File: src/rtl/vga_capture_monitor_if.sv
// VGA capture monitor bus: sampled pin bus, error clear,
// reconstructed pixel stream and frame/timing status.
interface vga_capture_monitor_if;
  logic [7:0]  vga_in;
  logic        clear_err;
  logic        locked;
  logic        pixel_valid;
  logic [9:0]  hpos;
  logic [9:0]  vpos;
  logic [5:0]  rgb;
  logic        frame_done;
  logic [15:0] frame_crc;
  logic [18:0] lit_count;
  logic [9:0]  h_total_meas;
  logic [9:0]  v_total_meas;
  logic        err_h;
  logic        err_v;

  modport master (
    output vga_in, clear_err,
    input  locked, pixel_valid, hpos, vpos, rgb,
    input  frame_done, frame_crc, lit_count,
    input  h_total_meas, v_total_meas, err_h, err_v
  );

  modport slave (
    input  vga_in, clear_err,
    output locked, pixel_valid, hpos, vpos, rgb,
    output frame_done, frame_crc, lit_count,
    output h_total_meas, v_total_meas, err_h, err_v
  );
endinterface

File: src/rtl/vga_capture_monitor.sv
// VGA receive-side monitor: sync lock, pixel reconstruction,
// line/frame timing measurement and per-frame CRC/lit count.
module vga_capture_monitor #(
  parameter int H_DISPLAY   = 640,
  parameter int H_FRONT     = 16,
  parameter int H_SYNC      = 96,
  parameter int H_BACK      = 48,
  parameter int V_DISPLAY   = 480,
  parameter int V_FRONT     = 10,
  parameter int V_SYNC      = 2,
  parameter int V_BACK      = 33,
  parameter int LOCK_FRAMES = 2
) (
  input logic clk,
  input logic rst_n,
  vga_capture_monitor_if.slave bus
);
  localparam int HTOT = H_DISPLAY + H_FRONT + H_SYNC + H_BACK;
  localparam int VTOT = V_DISPLAY + V_FRONT + V_SYNC + V_BACK;

  localparam logic [9:0]  HD  = 10'(H_DISPLAY);
  localparam logic [9:0]  VD  = 10'(V_DISPLAY);
  localparam logic [9:0]  HT1 = 10'(HTOT - 1);
  localparam logic [9:0]  VT1 = 10'(VTOT - 1);
  localparam logic [9:0]  VTN = 10'(VTOT);
  localparam logic [9:0]  HSS = 10'(H_DISPLAY + H_FRONT);
  localparam logic [9:0]  VSS = 10'(V_DISPLAY + V_FRONT);
  localparam logic [10:0] HTN = 11'(HTOT);
  localparam logic [2:0]  LF  = 3'(LOCK_FRAMES);

  typedef enum logic [1:0] {
    UNLOCKED,
    ACQUIRE,
    LOCKED
  } state_e;

  state_e      st_q, st_d;
  logic [2:0]  good_q, good_d;
  logic [7:0]  s1_q;
  logic        hsp_q, vsp_q;
  logic [9:0]  hc_q, hc_d;
  logic [9:0]  vc_q, vc_d;
  logic [10:0] hper_q, hper_d;
  logic [9:0]  lcnt_q, lcnt_d;
  logic [9:0]  hmeas_q, hmeas_d;
  logic [9:0]  vmeas_q, vmeas_d;
  logic        hbad_q, hbad_d;
  logic        errh_q, errh_d;
  logic        errv_q, errv_d;
  logic        pv_q, pv_d;
  logic [9:0]  hpos_q, vpos_q;
  logic [5:0]  rgb_q, rgb_d;
  logic [15:0] crc_q, crc_d;
  logic [15:0] fcrc_q, fcrc_d;
  logic [18:0] lit_q, lit_d;
  logic [18:0] flit_q, flit_d;
  logic        fd_q, fd_d;

  logic hs_rise, vs_rise, hwrap;
  logic h_bad, frame_good;
  logic set_h, set_v;

  function automatic logic [15:0] crc6(
    input logic [15:0] c,
    input logic [5:0]  d
  );
    logic [15:0] r;
    r = c;
    for (int i = 5; i >= 0; i--) begin
      if (r[15] ^ d[i]) r = {r[14:0], 1'b0} ^ 16'h1021;
      else              r = {r[14:0], 1'b0};
    end
    return r;
  endfunction

  assign hs_rise    = s1_q[7] & ~hsp_q;
  assign vs_rise    = s1_q[3] & ~vsp_q;
  assign hwrap      = !hs_rise && (hc_q == HT1);
  assign h_bad      = hs_rise && (hper_q != HTN);
  assign frame_good = !hbad_q && (lcnt_q == VTN);

  always_comb begin
    hc_d = hs_rise ? HSS : (hwrap ? 10'd0 : hc_q + 10'd1);
    vc_d = vc_q;
    if (vs_rise)
      vc_d = VSS;
    else if (hwrap)
      vc_d = (vc_q == VT1) ? 10'd0 : vc_q + 10'd1;

    // period counters saturate so a missing sync never wraps
    hper_d = hper_q;
    if (hs_rise)                hper_d = 11'd1;
    else if (hper_q < 11'd1023) hper_d = hper_q + 11'd1;
    hmeas_d = hs_rise ? hper_q[9:0] : hmeas_q;

    lcnt_d = lcnt_q;
    if (vs_rise)
      lcnt_d = {9'd0, hs_rise};
    else if (hs_rise && lcnt_q != 10'h3FF)
      lcnt_d = lcnt_q + 10'd1;
    vmeas_d = vs_rise ? lcnt_q : vmeas_q;
    hbad_d  = vs_rise ? h_bad : (hbad_q | h_bad);
  end

  always_comb begin
    pv_d  = (hc_d < HD) && (vc_d < VD) && (st_q != UNLOCKED);
    rgb_d = 6'd0;
    if (pv_d)
      rgb_d = {s1_q[0], s1_q[4], s1_q[1],
               s1_q[5], s1_q[2], s1_q[6]};

    crc_d = crc_q;
    lit_d = lit_q;
    if (pv_d && hc_d == 10'd0 && vc_d == 10'd0) begin
      crc_d = crc6(16'hFFFF, rgb_d);
      lit_d = {18'd0, |rgb_d};
    end else if (pv_d) begin
      crc_d = crc6(crc_q, rgb_d);
      lit_d = lit_q + {18'd0, |rgb_d};
    end

    fd_d = pv_q && (hpos_q == HD - 10'd1) &&
           (vpos_q == VD - 10'd1) && (st_q == LOCKED);
    fcrc_d = fd_d ? crc_q : fcrc_q;
    flit_d = fd_d ? lit_q : flit_q;
  end

  always_comb begin
    st_d   = st_q;
    good_d = good_q;
    set_h  = 1'b0;
    set_v  = 1'b0;
    unique case (st_q)
      UNLOCKED: begin
        if (vs_rise) begin
          st_d   = ACQUIRE;
          good_d = 3'd0;
        end
      end
      ACQUIRE: begin
        if (vs_rise) begin
          if (frame_good) begin
            good_d = good_q + 3'd1;
            if (good_d == LF) st_d = LOCKED;
          end else begin
            good_d = 3'd0;
          end
        end
      end
      LOCKED: begin
        set_h = h_bad;
        set_v = vs_rise && (lcnt_q != VTN);
        if (set_h || set_v) st_d = UNLOCKED;
      end
      default: st_d = UNLOCKED;
    endcase

    // a new error outranks a simultaneous clear
    errh_d = set_h ? 1'b1 : (bus.clear_err ? 1'b0 : errh_q);
    errv_d = set_v ? 1'b1 : (bus.clear_err ? 1'b0 : errv_q);
  end

  always_ff @(posedge clk or negedge rst_n) begin
    if (!rst_n) begin
      st_q    <= UNLOCKED;
      good_q  <= 3'd0;
      s1_q    <= 8'd0;
      hsp_q   <= 1'b0;
      vsp_q   <= 1'b0;
      hc_q    <= 10'd0;
      vc_q    <= 10'd0;
      hper_q  <= 11'd0;
      lcnt_q  <= 10'd0;
      hmeas_q <= 10'd0;
      vmeas_q <= 10'd0;
      hbad_q  <= 1'b0;
      errh_q  <= 1'b0;
      errv_q  <= 1'b0;
      pv_q    <= 1'b0;
      hpos_q  <= 10'd0;
      vpos_q  <= 10'd0;
      rgb_q   <= 6'd0;
      crc_q   <= 16'hFFFF;
      fcrc_q  <= 16'd0;
      lit_q   <= 19'd0;
      flit_q  <= 19'd0;
      fd_q    <= 1'b0;
    end else begin
      st_q    <= st_d;
      good_q  <= good_d;
      s1_q    <= bus.vga_in;
      hsp_q   <= s1_q[7];
      vsp_q   <= s1_q[3];
      hc_q    <= hc_d;
      vc_q    <= vc_d;
      hper_q  <= hper_d;
      lcnt_q  <= lcnt_d;
      hmeas_q <= hmeas_d;
      vmeas_q <= vmeas_d;
      hbad_q  <= hbad_d;
      errh_q  <= errh_d;
      errv_q  <= errv_d;
      pv_q    <= pv_d;
      hpos_q  <= hc_d;
      vpos_q  <= vc_d;
      rgb_q   <= rgb_d;
      crc_q   <= crc_d;
      fcrc_q  <= fcrc_d;
      lit_q   <= lit_d;
      flit_q  <= flit_d;
      fd_q    <= fd_d;
    end
  end

  assign bus.locked       = (st_q == LOCKED);
  assign bus.pixel_valid  = pv_q;
  assign bus.hpos         = hpos_q;
  assign bus.vpos         = vpos_q;
  assign bus.rgb          = rgb_q;
  assign bus.frame_done   = fd_q;
  assign bus.frame_crc    = fcrc_q;
  assign bus.lit_count    = flit_q;
  assign bus.h_total_meas = hmeas_q;
  assign bus.v_total_meas = vmeas_q;
  assign bus.err_h        = errh_q;
  assign bus.err_v        = errv_q;
endmodule

File: src/flat_wrapper.sv
// flat-port wrapper written by rule: the top's interface ports become plain ports
module vga_capture_monitor_flat 
#(
  parameter int H_DISPLAY   = 640,
  parameter int H_FRONT     = 16,
  parameter int H_SYNC      = 96,
  parameter int H_BACK      = 48,
  parameter int V_DISPLAY   = 480,
  parameter int V_FRONT     = 10,
  parameter int V_SYNC      = 2,
  parameter int V_BACK      = 33,
  parameter int LOCK_FRAMES = 2
)
  (clk, rst_n, bus_vga_in, bus_clear_err, bus_locked, bus_pixel_valid, bus_hpos, bus_vpos, bus_rgb, bus_frame_done, bus_frame_crc, bus_lit_count, bus_h_total_meas, bus_v_total_meas, bus_err_h, bus_err_v);
  vga_capture_monitor_if bus_i ();
  input logic clk;
  input logic rst_n;
  input wire logic [$bits(bus_i.vga_in)-1:0] bus_vga_in;
  input wire logic [$bits(bus_i.clear_err)-1:0] bus_clear_err;
  output wire logic [$bits(bus_i.locked)-1:0] bus_locked;
  output wire logic [$bits(bus_i.pixel_valid)-1:0] bus_pixel_valid;
  output wire logic [$bits(bus_i.hpos)-1:0] bus_hpos;
  output wire logic [$bits(bus_i.vpos)-1:0] bus_vpos;
  output wire logic [$bits(bus_i.rgb)-1:0] bus_rgb;
  output wire logic [$bits(bus_i.frame_done)-1:0] bus_frame_done;
  output wire logic [$bits(bus_i.frame_crc)-1:0] bus_frame_crc;
  output wire logic [$bits(bus_i.lit_count)-1:0] bus_lit_count;
  output wire logic [$bits(bus_i.h_total_meas)-1:0] bus_h_total_meas;
  output wire logic [$bits(bus_i.v_total_meas)-1:0] bus_v_total_meas;
  output wire logic [$bits(bus_i.err_h)-1:0] bus_err_h;
  output wire logic [$bits(bus_i.err_v)-1:0] bus_err_v;
  assign bus_i.vga_in = bus_vga_in;
  assign bus_i.clear_err = bus_clear_err;
  assign bus_locked = bus_i.locked;
  assign bus_pixel_valid = bus_i.pixel_valid;
  assign bus_hpos = bus_i.hpos;
  assign bus_vpos = bus_i.vpos;
  assign bus_rgb = bus_i.rgb;
  assign bus_frame_done = bus_i.frame_done;
  assign bus_frame_crc = bus_i.frame_crc;
  assign bus_lit_count = bus_i.lit_count;
  assign bus_h_total_meas = bus_i.h_total_meas;
  assign bus_v_total_meas = bus_i.v_total_meas;
  assign bus_err_h = bus_i.err_h;
  assign bus_err_v = bus_i.err_v;
  vga_capture_monitor #(.H_DISPLAY(H_DISPLAY), .H_FRONT(H_FRONT), .H_SYNC(H_SYNC), .H_BACK(H_BACK), .V_DISPLAY(V_DISPLAY), .V_FRONT(V_FRONT), .V_SYNC(V_SYNC), .V_BACK(V_BACK), .LOCK_FRAMES(LOCK_FRAMES)) u_core (.clk(clk), .rst_n(rst_n), .bus(bus_i));
endmodule
File: config.mk
export PLATFORM = sky130hd
export DESIGN_NAME = vga_capture_monitor_flat
export DESIGN_NICKNAME = d
export VERILOG_FILES = /design/src/rtl/vga_capture_monitor_if.sv /design/src/rtl/vga_capture_monitor.sv /design/src/flat_wrapper.sv
export SDC_FILE = /design/constraint.sdc
export NUM_CORES = 1
export LEC_CHECK = 0
export ABC_CLOCK_PERIOD_IN_PS = 7400
export CAP_MARGIN = 30
export CORE_ASPECT_RATIO = 1.4
export CORE_MARGIN = 2
export CORE_UTILIZATION = 40
export CTS_CLUSTER_DIAMETER = 60
export DETAILED_ROUTE_END_ITERATION = 16
export HOLD_SLACK_MARGIN = 0.1
export PLACE_DENSITY = 0.62
export SYNTH_ARGS = -nofsm -noshare
export SYNTH_HDL_FRONTEND = slang
export SYNTH_SLANG_ARGS = --single-unit
File: constraint.sdc
create_clock -name clk -period 7.4 [get_ports clk]
set_input_delay 0.74 -clock clk [delete_from_list [all_inputs] [get_ports clk]]
set_output_delay 0.74 -clock clk [all_outputs]
set_load 0.02 [all_outputs]
==> results_dict.tcl <==
set metrics [dict create \
    drive_above_1_share 0.07391 \
    timing.critical_path.to_type "flop" \
    drt_first_pass_iters 4 \
    tritoncts.num_buffers 17 \
    startpoint_kind_of_the_worst_setup_timing_path "flop" \
    areaGrowthSynthToFinish_pct 23.81 \
    worst_setup_hold_path_clk_slew_ns 0.06 \
    status "finished clean" \
    timing.critical_path.slowest_cell_delay_ns 0.64 \
    cp-startpoint "u_core.hc_q[1]" \
    core-area_sq_um 18460 \
    antennaDiodeCount 0 \
    first_global_vias 5858 \
    top_level_ports 97 \
    crit_fanout 32 \
    r2r.worst_path.cells 17 \
    clkLatencyLatePin_ns 0.43 \
    yosysSeqAreaShare 0.5292 \
    drv_slew 0 \
    layout_common_cells "201 x sky130_fd_sc_hd__nand2_1, 141 x sky130_fd_sc_hd__dfrtp_1, 95 x sky130_fd_sc_hd__clkdlybuf4s50_1" \
    detailed_place_hpwl_um 11590 \
    cts.htree.levels 4 \
    critPathCapture "u_core.lit_q[18]" \
    post_drt_wl_per_cell_um 15.12 \
    min_period_over_period 0.6003 \
    worst_ir_drop_vdd_mv 0.1327 \
    post_synth_inst_count 800 \
    final_hold_viol_count 0 \
    design.final.nets 902 \
    clock.fmax_ghz 0.2251 \
    postSynthNetCount 822 \
    r2r_start "u_core.hc_q[1]" \
    globalplace.congestion 0.8090 \
    leakagePower_nw 4.155 \
    r2r-end "u_core.lit_q[18]" \
    syn_area_per_cell_sq_um 9.328 \
    postCtsSetupBuffers 0 \
    reg2reg_setup_slack_ns 2.96 \
    design.die.area_sq_um 19780 \
    finalSetupViolations 0 \
    drt_drc_violations_left 0 \
    critical_path.slowest_cell "sky130_fd_sc_hd__or4_1" \
    skew_ns 0.01064 \
    timing.hold.worst.class "primary input to asynchronous set/reset pin" \
    unrepaired_setup_endpoints_after_global_routing "no" \
    ys.warnings.count 0 \
    floorplan.die.height_um 165.6 \
    critical_path_class "flop to flop" \
    grt-ovfl-total 0 \
    grt_max_degree 82 \
    power.density_cell_area_nw_per_um2 243.3 \
    post_cts_resize_count 0 \
    placementRows 59 \
    post_cts_hold_buffer_count 0 \
    ys.flop_type "sky130_fd_sc_hd__dfrtp_1" \
    drt-vias-per-instance 5.177 \
    final_common_cell "sky130_fd_sc_hd__nand2_1" \
    critical_path_required_ns 7.71 \
    floorplan.initialDensity 0.4043 \
    slew_hr 0.4796 \
    actual_slew_at_the_worst_max_slew_pin_ns 0.7807 \
    fillers 1770 \
    ctsRootBufferMaster "sky130_fd_sc_hd__clkbuf_16" \
    die-width_um 119.4 \
    fin_crit_ns 4.442 \
    ys_async_sr_fraction 1.000 \
    final_ant_viol_nets 0 \
    number_of_max_cap_violations 0 \
    first_pass_grt_wire_length_um 29100 \
    cts-root-to-sink-buffers 2 \
    clock_sinks 157 \
    finalSetupTns_ns 0 \
    cts_tree "done" \
    detail_route.iter0.violations 307 \
    finalWirelength_um 17190 \
    worstPathArrival_ns 4.75 \
    synth_area_sq_um 7462 \
    dpl-instance-area_sq_um 8632 \
    cells_traversed_along_the_worst_timing_path "ha_1 -> and4_1 -> nand4_2 -> or4_1 -> nand3_1 -> a311o_1 -> buf_4 -> a21oi_1 -> ha_1 -> ha_1 -> and3_1 -> and3_1 -> and2_1 -> and3_1 -> nand3_1 -> xor2_1 -> nor2_1" \
    dr_total_vias 5886 \
    final_design_area_no_fill_sq_um 9239 \
    ys_ff_latch 157 \
    port_buffer_count 96 \
    post_synth_num_cell_types 63 \
    antenna_violations_before_repair 0 \
    grt_resource_usage_total 0.1826 \
    synth_enable_flop_cells 0 \
]
[power by group]
| group | switching [mW] | internal (mW) | total [mW] |
|---|---|---|---|
| clock | 0.352 | 0.566 | 0.917 |
| sequential | 0.0856 | 0.949 | 1.03 |
| combinational | 0.156 | 0.141 | 0.296 |
[cell type report]
type	count	area, sq um	share of cell area
Inverter	15	56.30	0.006094
Sequential cell	157	3949	0.4274
Clock buffer	22	444.2	0.04808
Timing Repair Buffer	107	1065	0.1152
Clock inverter	10	162.7	0.01761
Multi-Input combinational cell	582	3257	0.3525
Tap cell	244	305.3	0.03304
[kinds of logic after synthesis]
kind of cell,Yosys count,share of synthesized area
and+or+nand+nor,411,0.2616
DFF,157,0.5292
AOI/OAI and AO/OA,116,0.1031
buffers and inverters,61,0.03538
xor gates and xnor gates,40,0.04695
adders and majority gates,11,0.01844
muxes,4,0.005366
[metrics by stage]
step | cells | power, mW | utilization | setup WS (ns) | hold WS, ns
finish | 1137 | 2.248 | 0.5006 | 2.958 | 0.3272
global route | 1137 | 2.356 | 0.5006 | 2.610 | 0.4154
CTS | 1137 | 2.275 | 0.5006 | 2.962 | 0.3749
detailed placement | 1105 | 1.351 | 0.4677 | 3.003 | 0.3834
global placement | 1104 | 1.342 | 0.4662 | 3.046 | 0.3825
floorplan | 800 | 1.236 | - | 3.521 | 0.3677
[flip-flops by register name, summed over array words and instances, names as in the netlist, 2 cells and up]
| name | count |
|---|---|
| u_core.bus.frame_crc | 16 |
| u_core.lit_q | 19 |
| u_core.st_q | 2 |
| u_core.lcnt_q | 10 |
| u_core.hper_q | 11 |
| u_core.bus.rgb | 6 |
| u_core.bus.lit_count | 19 |
| u_core.bus.v_total_meas | 10 |
| u_core.s1_q | 8 |
| u_core.crc_q | 16 |
| u_core.vc_q | 10 |
| u_core.bus.h_total_meas | 10 |
| u_core.hc_q | 10 |
| u_core.good_q | 3 |
[cell usage after synthesis, types with 11 or more instances]
cell type	number	area [sq um]
sky130_fd_sc_hd__nand2_1	201	754.5
sky130_fd_sc_hd__dfrtp_1	141	3528
sky130_fd_sc_hd__nor2_1	60	225.2
sky130_fd_sc_hd__o21ai_0	36	180.2
sky130_fd_sc_hd__clkbuf_1	32	120.1
sky130_fd_sc_hd__nand3_1	25	125.1
sky130_fd_sc_hd__xnor2_1	23	201.4
sky130_fd_sc_hd__a21oi_1	19	95.09
sky130_fd_sc_hd__nand4_1	19	118.9
sky130_fd_sc_hd__xor2_1	17	148.9
sky130_fd_sc_hd__dfstp_2	16	420.4
sky130_fd_sc_hd__nor3_1	16	80.08
sky130_fd_sc_hd__and3_1	15	93.84
sky130_fd_sc_hd__inv_1	15	56.30
sky130_fd_sc_hd__ha_1	11	137.6
[metal layers]
metal  track usage  up-vias  part of all wire  routed length (um)
met2        0.3216      116              0.51                8809
met3       0.03237       21             0.030                 515
li1              -     2913                 -                   -
met4       0.07263        0             0.021                 357
met5             0        -                 0                   0
met1        0.2202     2836              0.44                7505
[worst max-delay path: cells and delay by family, from the launching register on]
family | cells | cell delay (ns)
buffers and inverters | 1 | 0.32
flip-flops | 1 | 0.40
AO/OA/AOI/OAI | 2 | 0.31
XOR/XNOR | 1 | 0.15
AND/OR/NAND/NOR | 10 | 2.39
adder cells (fa/ha/maj) | 3 | 0.73
[how the worst min path moves through the flow]
stage,from,endpoint,depth (start not counted)
3_3_place_gp,u_core.s1_q[3],u_core.vsp_q,0
3_5_place_dp,u_core.s1_q[3],u_core.vsp_q,0
6_report,rst_n,u_core.bus.h_total_meas[7],1
2_1_floorplan,u_core.s1_q[7],u_core.hsp_q,0
4_1_cts,rst_n,u_core.bus.h_total_meas[7],1
5_1_grt,rst_n,u_core.bus.h_total_meas[7],1
(Power assumes the default switching activity.)
